$ cat src/rtl/command_frame_pkg.sv
// Shared types and constants for the command frame decoder and its users
// (controller benches import this to build frames).
package command_frame_pkg;

  localparam int unsigned FRAME_LEN  = 8;
  localparam int unsigned ADDR_BYTES = 2;
  localparam int unsigned DATA_BYTES = 4;
  localparam int unsigned ADDR_WIDTH = 16;
  localparam int unsigned DATA_WIDTH = 32;
  localparam int unsigned IDX_WIDTH  = $clog2(FRAME_LEN);

  localparam logic [7:0] SYNC_BYTE_DEFAULT = 8'hA5;

  typedef enum logic [2:0] {
    IDLE,
    ADDR,
    DATA,
    CSUM,
    EMIT
  } state_e;

endpackage

$ cat src/rtl/sat_counter.sv
// Saturating up-counter with synchronous reset and clear; holds at all-ones.
module sat_counter #(
  parameter int unsigned WIDTH = 16
) (
  input  logic             clk_i,
  input  logic             rst_i,
  input  logic             clr_i,
  input  logic             inc_i,
  output logic [WIDTH-1:0] count_o
);

  logic [WIDTH-1:0] count_q;

  always_ff @(posedge clk_i) begin
    if (rst_i || clr_i) begin
      count_q <= '0;
    end else if (inc_i && (count_q != {WIDTH{1'b1}})) begin
      count_q <= count_q + WIDTH'(1);
    end
  end

  assign count_o = count_q;

endmodule

$ cat src/rtl/command_frame_decoder.sv
// Byte-stream to single-cycle register-write bridge with XOR-checked 8-byte frames.
// Optional inter-byte timeout: define COMMAND_FRAME_DECODER_TIMEOUT_EN.
module command_frame_decoder
  import command_frame_pkg::*;
#(
  parameter logic [7:0]  SYNC_BYTE      = SYNC_BYTE_DEFAULT,
  parameter int unsigned COUNT_WIDTH    = 16,
  parameter int unsigned TIMEOUT_CYCLES = 100000
) (
  input  logic                   clk_i,
  input  logic                   rst_i,
  input  logic [7:0]             byte_i,
  input  logic                   byte_valid_i,
  output logic                   byte_ready_o,
  output logic [ADDR_WIDTH-1:0]  out_addr_o,
  output logic [DATA_WIDTH-1:0]  out_data_o,
  output logic                   out_valid_o,
  output logic [COUNT_WIDTH-1:0] frame_count_o,
  output logic [COUNT_WIDTH-1:0] error_count_o,
  output logic [COUNT_WIDTH-1:0] timeout_count_o
);

  state_e                 state_q, state_d;
  logic [IDX_WIDTH-1:0]   idx_q, idx_d;
  logic [7:0]             xor_q, xor_d;
  logic [ADDR_WIDTH-1:0]  addr_q, addr_d;
  logic [DATA_WIDTH-1:0]  data_q, data_d;
  logic [ADDR_WIDTH-1:0]  out_addr_q, out_addr_d;
  logic [DATA_WIDTH-1:0]  out_data_q, out_data_d;
  logic                   out_valid_q, out_valid_d;
  logic                   accept;
  logic                   timeout_fire;
  logic                   frame_inc;
  logic                   err_inc;

  assign byte_ready_o = !rst_i && (state_q != EMIT);
  assign accept       = byte_valid_i && byte_ready_o;

  always_ff @(posedge clk_i) begin
    if (rst_i) begin
      state_q     <= IDLE;
      idx_q       <= '0;
      xor_q       <= '0;
      addr_q      <= '0;
      data_q      <= '0;
      out_addr_q  <= '0;
      out_data_q  <= '0;
      out_valid_q <= 1'b0;
    end else begin
      state_q     <= state_d;
      idx_q       <= idx_d;
      xor_q       <= xor_d;
      addr_q      <= addr_d;
      data_q      <= data_d;
      out_addr_q  <= out_addr_d;
      out_data_q  <= out_data_d;
      out_valid_q <= out_valid_d;
    end
  end

  // Frame sequencing; SYNC_BYTE only resynchronises from IDLE.
  always_comb begin
    state_d = state_q;
    idx_d   = idx_q;
    xor_d   = xor_q;
    addr_d  = addr_q;
    data_d  = data_q;
    case (state_q)
      IDLE: begin
        if (accept && (byte_i == SYNC_BYTE)) begin
          state_d = ADDR;
          idx_d   = '0;
          xor_d   = '0;
        end
      end
      ADDR: begin
        if (accept) begin
          addr_d = {addr_q[ADDR_WIDTH-9:0], byte_i};
          xor_d  = xor_q ^ byte_i;
          if (idx_q == IDX_WIDTH'(ADDR_BYTES - 1)) begin
            state_d = DATA;
            idx_d   = '0;
          end else begin
            idx_d = idx_q + IDX_WIDTH'(1);
          end
        end else if (timeout_fire) begin
          state_d = IDLE;
        end
      end
      DATA: begin
        if (accept) begin
          data_d = {data_q[DATA_WIDTH-9:0], byte_i};
          xor_d  = xor_q ^ byte_i;
          if (idx_q == IDX_WIDTH'(DATA_BYTES - 1)) begin
            state_d = CSUM;
            idx_d   = '0;
          end else begin
            idx_d = idx_q + IDX_WIDTH'(1);
          end
        end else if (timeout_fire) begin
          state_d = IDLE;
        end
      end
      CSUM: begin
        if (accept) begin
          state_d = (byte_i == xor_q) ? EMIT : IDLE;
        end else if (timeout_fire) begin
          state_d = IDLE;
        end
      end
      EMIT:    state_d = IDLE;
      default: state_d = IDLE;
    endcase
  end

  // Write-port load and status-counter strobes.
  always_comb begin
    out_valid_d = (state_d == EMIT);
    out_addr_d  = out_addr_q;
    out_data_d  = out_data_q;
    if (state_d == EMIT) begin
      out_addr_d = addr_q;
      out_data_d = data_q;
    end
    frame_inc = (state_q == EMIT);
    err_inc   = (state_q == CSUM) && accept && (byte_i != xor_q);
  end

  assign out_addr_o  = out_addr_q;
  assign out_data_o  = out_data_q;
  assign out_valid_o = out_valid_q;

  sat_counter #(.WIDTH(COUNT_WIDTH)) u_frame_cnt (
    .clk_i   (clk_i),
    .rst_i   (rst_i),
    .clr_i   (1'b0),
    .inc_i   (frame_inc),
    .count_o (frame_count_o)
  );

  sat_counter #(.WIDTH(COUNT_WIDTH)) u_error_cnt (
    .clk_i   (clk_i),
    .rst_i   (rst_i),
    .clr_i   (1'b0),
    .inc_i   (err_inc),
    .count_o (error_count_o)
  );

`ifdef COMMAND_FRAME_DECODER_TIMEOUT_EN
  localparam int unsigned GAP_WIDTH = $clog2(TIMEOUT_CYCLES) + 1;

  logic [GAP_WIDTH-1:0] gap_q;
  logic                 in_payload;

  assign in_payload   = (state_q == ADDR) || (state_q == DATA) || (state_q == CSUM);
  assign timeout_fire = in_payload && !accept && (gap_q == GAP_WIDTH'(TIMEOUT_CYCLES - 1));

  // Idle-cycle count inside a frame; an accepted byte always wins over expiry.
  always_ff @(posedge clk_i) begin
    if (rst_i || accept || !in_payload || (state_d == IDLE)) begin
      gap_q <= '0;
    end else begin
      gap_q <= gap_q + GAP_WIDTH'(1);
    end
  end

  sat_counter #(.WIDTH(COUNT_WIDTH)) u_timeout_cnt (
    .clk_i   (clk_i),
    .rst_i   (rst_i),
    .clr_i   (1'b0),
    .inc_i   (timeout_fire),
    .count_o (timeout_count_o)
  );
`else
  assign timeout_fire    = 1'b0;
  assign timeout_count_o = '0;
`endif

endmodule
$ cat config.mk
export PLATFORM = sky130hd
export DESIGN_NAME = command_frame_decoder
export DESIGN_NICKNAME = d
export VERILOG_FILES = /design/src/rtl/command_frame_pkg.sv /design/src/rtl/sat_counter.sv /design/src/rtl/command_frame_decoder.sv
export SDC_FILE = /design/constraint.sdc
export NUM_CORES = 1
export LEC_CHECK = 0
export ABC_AREA = 1
export CORE_MARGIN = 2
export CORE_UTILIZATION = 53
export CTS_CLUSTER_DIAMETER = 150
export DETAILED_ROUTE_END_ITERATION = 10
export PLACE_DENSITY = 0.8
export SLEW_MARGIN = 20
export SYNTH_ARGS = -nofsm -noshare
export SYNTH_HDL_FRONTEND = slang
export SYNTH_SLANG_ARGS = --single-unit
$ cat constraint.sdc
create_clock -name clk_i -period 2.4 [get_ports clk_i]
set_input_delay 0.36 -clock clk_i [delete_from_list [all_inputs] [get_ports clk_i]]
set_output_delay 0.36 -clock clk_i [all_outputs]
set_load 0.02 [all_outputs]
Word level (Yosys, flattened, before mapping)

Cells that the tools add are included.

Register bits: 143
Output and inout port bits: 98
Logic and storage cells: 64
Input bits: 11

$add $sub $neg: 3
Multiplexer cells: 17
Reduce and logical (&&, ||, !) cells: 16
Eq/ne operators: 17
Bitwise gates (word level): 1

Operator list:

| cell                  | count |
|---|---|
| $mux 3                | 12 |
| $add 16x1->16 const B | 2 |
| $ne 16x16->1 const B  | 2 |
| $mux 8                | 2 |
| $pmux 8 s2            | 1 |
| $pmux 3 s4            | 1 |
| $eq 3x2->1 const B    | 3 |
| $pmux 3 s3            | 1 |
| $eq 8x8->1            | 1 |
| $eq 8x8->1 const B    | 1 |
| $ne 8x8->1            | 1 |
| $xor 8x8->8           | 1 |
| $logic_and 1x1->1     | 7 |
| $eq 3x1->1 const B    | 2 |
| $eq 3x3->1 const B    | 2 |
| $ne 2x2->1 const B    | 3 |
| $reduce_and 2->1      | 2 |
| $reduce_and 4->1      | 1 |
| $add 3x1->3 const B   | 1 |
| $logic_not 3->1       | 1 |
| $ne 3x3->1 const B    | 1 |
| $reduce_and 3->1      | 1 |
| $reduce_bool 3->1     | 1 |
| $ne 2x1->1 const B    | 1 |
| other kinds (3)       | 3 |

Depth between registers and ports, before layout

Word-level depth: 7
Gate-level depth with buffers: 11
Gate-level depth less buffers: 10

Modules after synthesis

A second synthesis with hierarchy kept.

Cells, all modules: 980
Area, all modules: 6550.0 µm²

Modules (own cells, without submodules):

| module                | sequential area each (µm²) | instances | cells each | area each (µm²) |
|---|---|---|---|---|
| command_frame_decoder | 2222.1                     | 1         | 682        | 4648.2 |
| sat_counter           | 320.3                      | 2         | 149        | 950.9 |

Least setup slack after synthesis

OpenSTA, ideal clock, no wires.

Path type: register -> register
Start point: reg u_frame_cnt.count_q[0] (netlist: u_frame_cnt.count_o[0])
End point: reg u_frame_cnt.count_q[10] (netlist: u_frame_cnt.count_o[10])
Stages on the path, launching flop included: 10
Library setup time: 132 ps
Setup slack: 476 ps
Data arrival time: 1792 ps
Period minus slack after synthesis: 1924 ps
Path buffers: 1
Required time: 2268 ps
Path through: dfxtp_1 -> ha_1 -> nand3_1 -> nor3_1 -> nand3_1 -> nand2_1 -> inv_1 -> clkbuf_1 -> nand2_1 -> a21oi_1

Longest elaborated chain between the ends: 2
Elaborated cells between the ends (all ways): 3
Classes of those cells: add/sub (1); eq/ne (1); reduce/logical (1)

RTL lines:

| element                                                               | RTL line          | RTL |
|---|---|---|
| start: declaration                                                    | sat_counter.sv:12 | `logic [WIDTH-1:0] count_q;` |
| start signal: assignment                                              | sat_counter.sv:18 | `count_q <= count_q + WIDTH'(1);` |
| parallel branches: the longest is 2 deep, another holds $add 16x1->16 | n/a               |  |

Parallel ways; which one is timed is not known.
A chain may end at the register's enable or synchronous reset.

Final worst setup path

Start point: reg state_q[0]
End point: out byte_ready_o

Longest elaborated chain between the ends: 2

RTL lines:

| element                  | RTL line                    | RTL |
|---|---|---|
| start: declaration       | command_frame_decoder.sv:23 | `state_e state_q, state_d;` |
| start signal: assignment | command_frame_decoder.sv:50 | `state_q <= state_d;` |
| $ne 3x3->1               | command_frame_decoder.sv:36 | `assign byte_ready_o = !rst_i && (state_q != EMIT);` |
| $logic_and 1x1->1        | command_frame_decoder.sv:36 |  |
| end: declaration         | command_frame_decoder.sv:14 | `output logic byte_ready_o,` |

Every way passes these cells.

==> flow_summary.yaml <==
outcome:
  status: "complete, no violations"
global_routing:
  grt_pass1_vias: 5165
  grt_max_degree: 110
  track_usage: 0.232
  antenna_found_initial: 0
  grt_pass1_wl_um: 24200
  overflow: 0
critical_path:
  r2r-start: "u_frame_cnt.count_o[0]$_SDFFE_PP0P_"
  start_kind: "flip-flop"
  cp.required_ps: 2040
  worst-setup-path-type: "reg2out"
  rr_worst_depth: 8
  worstReg2RegEnd: "u_frame_cnt.count_o[0]$_SDFFE_PP0P_"
  r2r_slack_ps: 420
  worstSetupEndpointType: "output pin"
  arrival_ps: 1920
  cp_max_fo: 5
final_layout:
  fin_nets: 970
  drive_gt1_frac: 0.0632
  final_common_cell: "nor2_1"
  layout_common_cells: "223 x nor2_1, 143 x dfxtp_1, 126 x nand2_1, 102 x o21ai_0, 92 x clkdlybuf4s50_1"
  syn2layout_area_growth_pct: 25.1
  antenna_cells: 0
power:
  ir_drop_v: 0.000384
  total_power_mw: 4.95
  p_leak_nw: 3.36
  power.density_mw_per_mm2: 638
placed_design:
  gp_congestion: 0.837
  post-place-ws_ps: 114
  portBuffers: 92
  dp_hpwl_um: 9360
die:
  ios: 109
  start_util: 0.544
  core_mm2: 0.0114
  rows: 39
  die_w_um: 112
  die_area_mm2: 0.0126
  dieHeight_um: 112
route:
  drc: 0
  detail-route-antenna-nets: 0
  routed_wl_um: 14500
  via_per_inst: 5.13
  routedWlPerCell_um: 13.0
  drt_iter0_drc: 424
  num_vias: 5685
  first_pass_iters: 5
timing:
  slew-limit-headroom: 0.654
  slew_violations: 0
  worstMarginPinSlew_ps: 514
  clock_skew_ps: 10.5
  setup_slack_ps: 121
  setup_viol: 0
  fin_crit_sh: 0.949
  rsz0062_at_grt: "no"
  min_period_ps: 2280
  max_freq_ghz: 0.439
  hold_viol: 0
  tns_ps: 0
synthesis:
  synthCells: 868
  synth_flop_cell: "dfxtp_1"
  syn_area_mm2: 0.00621
  synth_cell_types: 31
  yosysWarningCount: 0
  ys_async_sr_fraction: 0
  syn-mean-instance-area_um2: 7.15
  synth-seq-area-share: 0.461
  ys_ff_latch: 143
  synth_edf_count: 0
cts:
  h-tree-depth: 4
  cts_buffers: 17
  cts_root_buf: "clkbuf_16"
  ctsHoldBuffers: 0
  numClockSinks: 143
  insertion_delay_ps: 410
  cts_resized: 0
  cts_setup_buffers: 0
  clockBufferDepth: 2
  cts_tree: "done"
  path_clk_slew_ps: 60
min_path:
  whs_path_depth: 2
  min_path_type: "reg2reg"
  min_to: "out_data_o[29]$_SDFFE_PP0N_"
  min_from: "data_q[29]$_SDFFE_PP0P_"
job:
  cap_violations: 0
metal layers:
metal | vias to the layer above | wire [um] | part of all wire | GRT usage
met1 | 2597 | 6680 | 0.46 | 0.306
met5 | - | 0 | 0 | 0
met3 | 12 | 698 | 0.048 | 0.0567
li1 | 2932 | - | - | -
met2 | 144 | 6970 | 0.48 | 0.382
met4 | 0 | 104 | 0.0072 | 0.0618
registers in the layout, indices dropped and copies added (netlist names), 3 cells and up:
register and cells:
u_frame_cnt.count_o 16, idx_q 3, xor_q 8, state_q 3
out_data_o 32, out_addr_o 16, data_q 32, addr_q 16
u_error_cnt.count_o 16
stage by stage:
stage	utilization	hold slack [ps]	cell area [um2]	cells
after detailed placement	0.632	469	7220	1077
after global placement	0.632	462	7220	1077
after CTS	0.680	485	7770	1108
after global routing	0.680	503	7770	1108
after floorplan	-	450	6260	883
final	0.680	482	7770	1108
synth_stat cells, types with 2 or more instances:
library cell,count,area [um2]
nor2_2,3,18.8
o21ai_1,11,55.1
inv_2,4,15.0
nand3b_1,4,30.0
nand4_1,12,75.1
clkbuf_1,26,97.6
inv_1,52,195
nand2_1,126,473
nor3_1,18,90.1
ha_1,6,75.1
xnor2_1,4,35.0
buf_4,18,135
nand3_4,2,35.0
a21oi_1,46,230
nor2_1,223,837
o21ai_0,102,510
nand3_1,32,160
dfxtp_1,143,2860
xor2_1,13,114
buf_2,12,60.1
where the power goes:
| group | leakage (nW) | internal, mW | total (mW) | switching [mW] |
|---|---|---|---|---|
| combinational | 1.94 | 0.0349 | 0.125 | 0.0905 |
| clock | 0.273 | 1.47 | 2.45 | 0.981 |
| sequential | 1.15 | 2.38 | 2.38 | 0.00125 |
| total | 3.36 | 3.88 | 4.95 | 1.07 |
final cells by class:
class                           instances  area, um2
Clock buffer                           21        460
Clock inverter                         10       88.8
Timing Repair Buffer                  108       1080
Multi-Input combinational cell        626       2880
Sequential cell                       143       2860
Fill cell                             989       3650
Tap cell                              143        179
Inverter                               57        214
how the worst max path moves through the flow:
stage	cells after the start	startpoint	endpoint	slack, ps
floorplan	9	u_frame_cnt.count_o[0]$_SDFFE_PP0P_	u_frame_cnt.count_o[10]$_SDFFE_PP0P_	480
global placement	11	byte_i[0]	out_data_o[13]$_SDFFE_PP0N_	170
detailed placement	9	byte_i[4]	out_data_o[20]$_SDFFE_PP0N_	110
CTS	5	state_q[0]$_SDFF_PP0_	byte_ready_o	130
global route	5	state_q[0]$_SDFF_PP0_	byte_ready_o	50
finish	5	state_q[0]$_SDFF_PP0_	byte_ready_o	120
kinds of logic after synthesis:
family	after synthesis	synth area share
other cells	1	0.000604
flops	143	0.461
compound gates	160	0.129
buf+inv	114	0.0834
xor+xnor	17	0.0240
fa+ha+maj	6	0.0121
simple gates	427	0.289
critical path, cell delays in order, from the launching register on:
cell and delay (ps):
dfxtp_1 450, inv_1 90, nand2_1 80, nor2_1 60, nor2_1 190, clkdlybuf4s50_1 640
No activity file was read; power rests on OpenSTA's default activity.
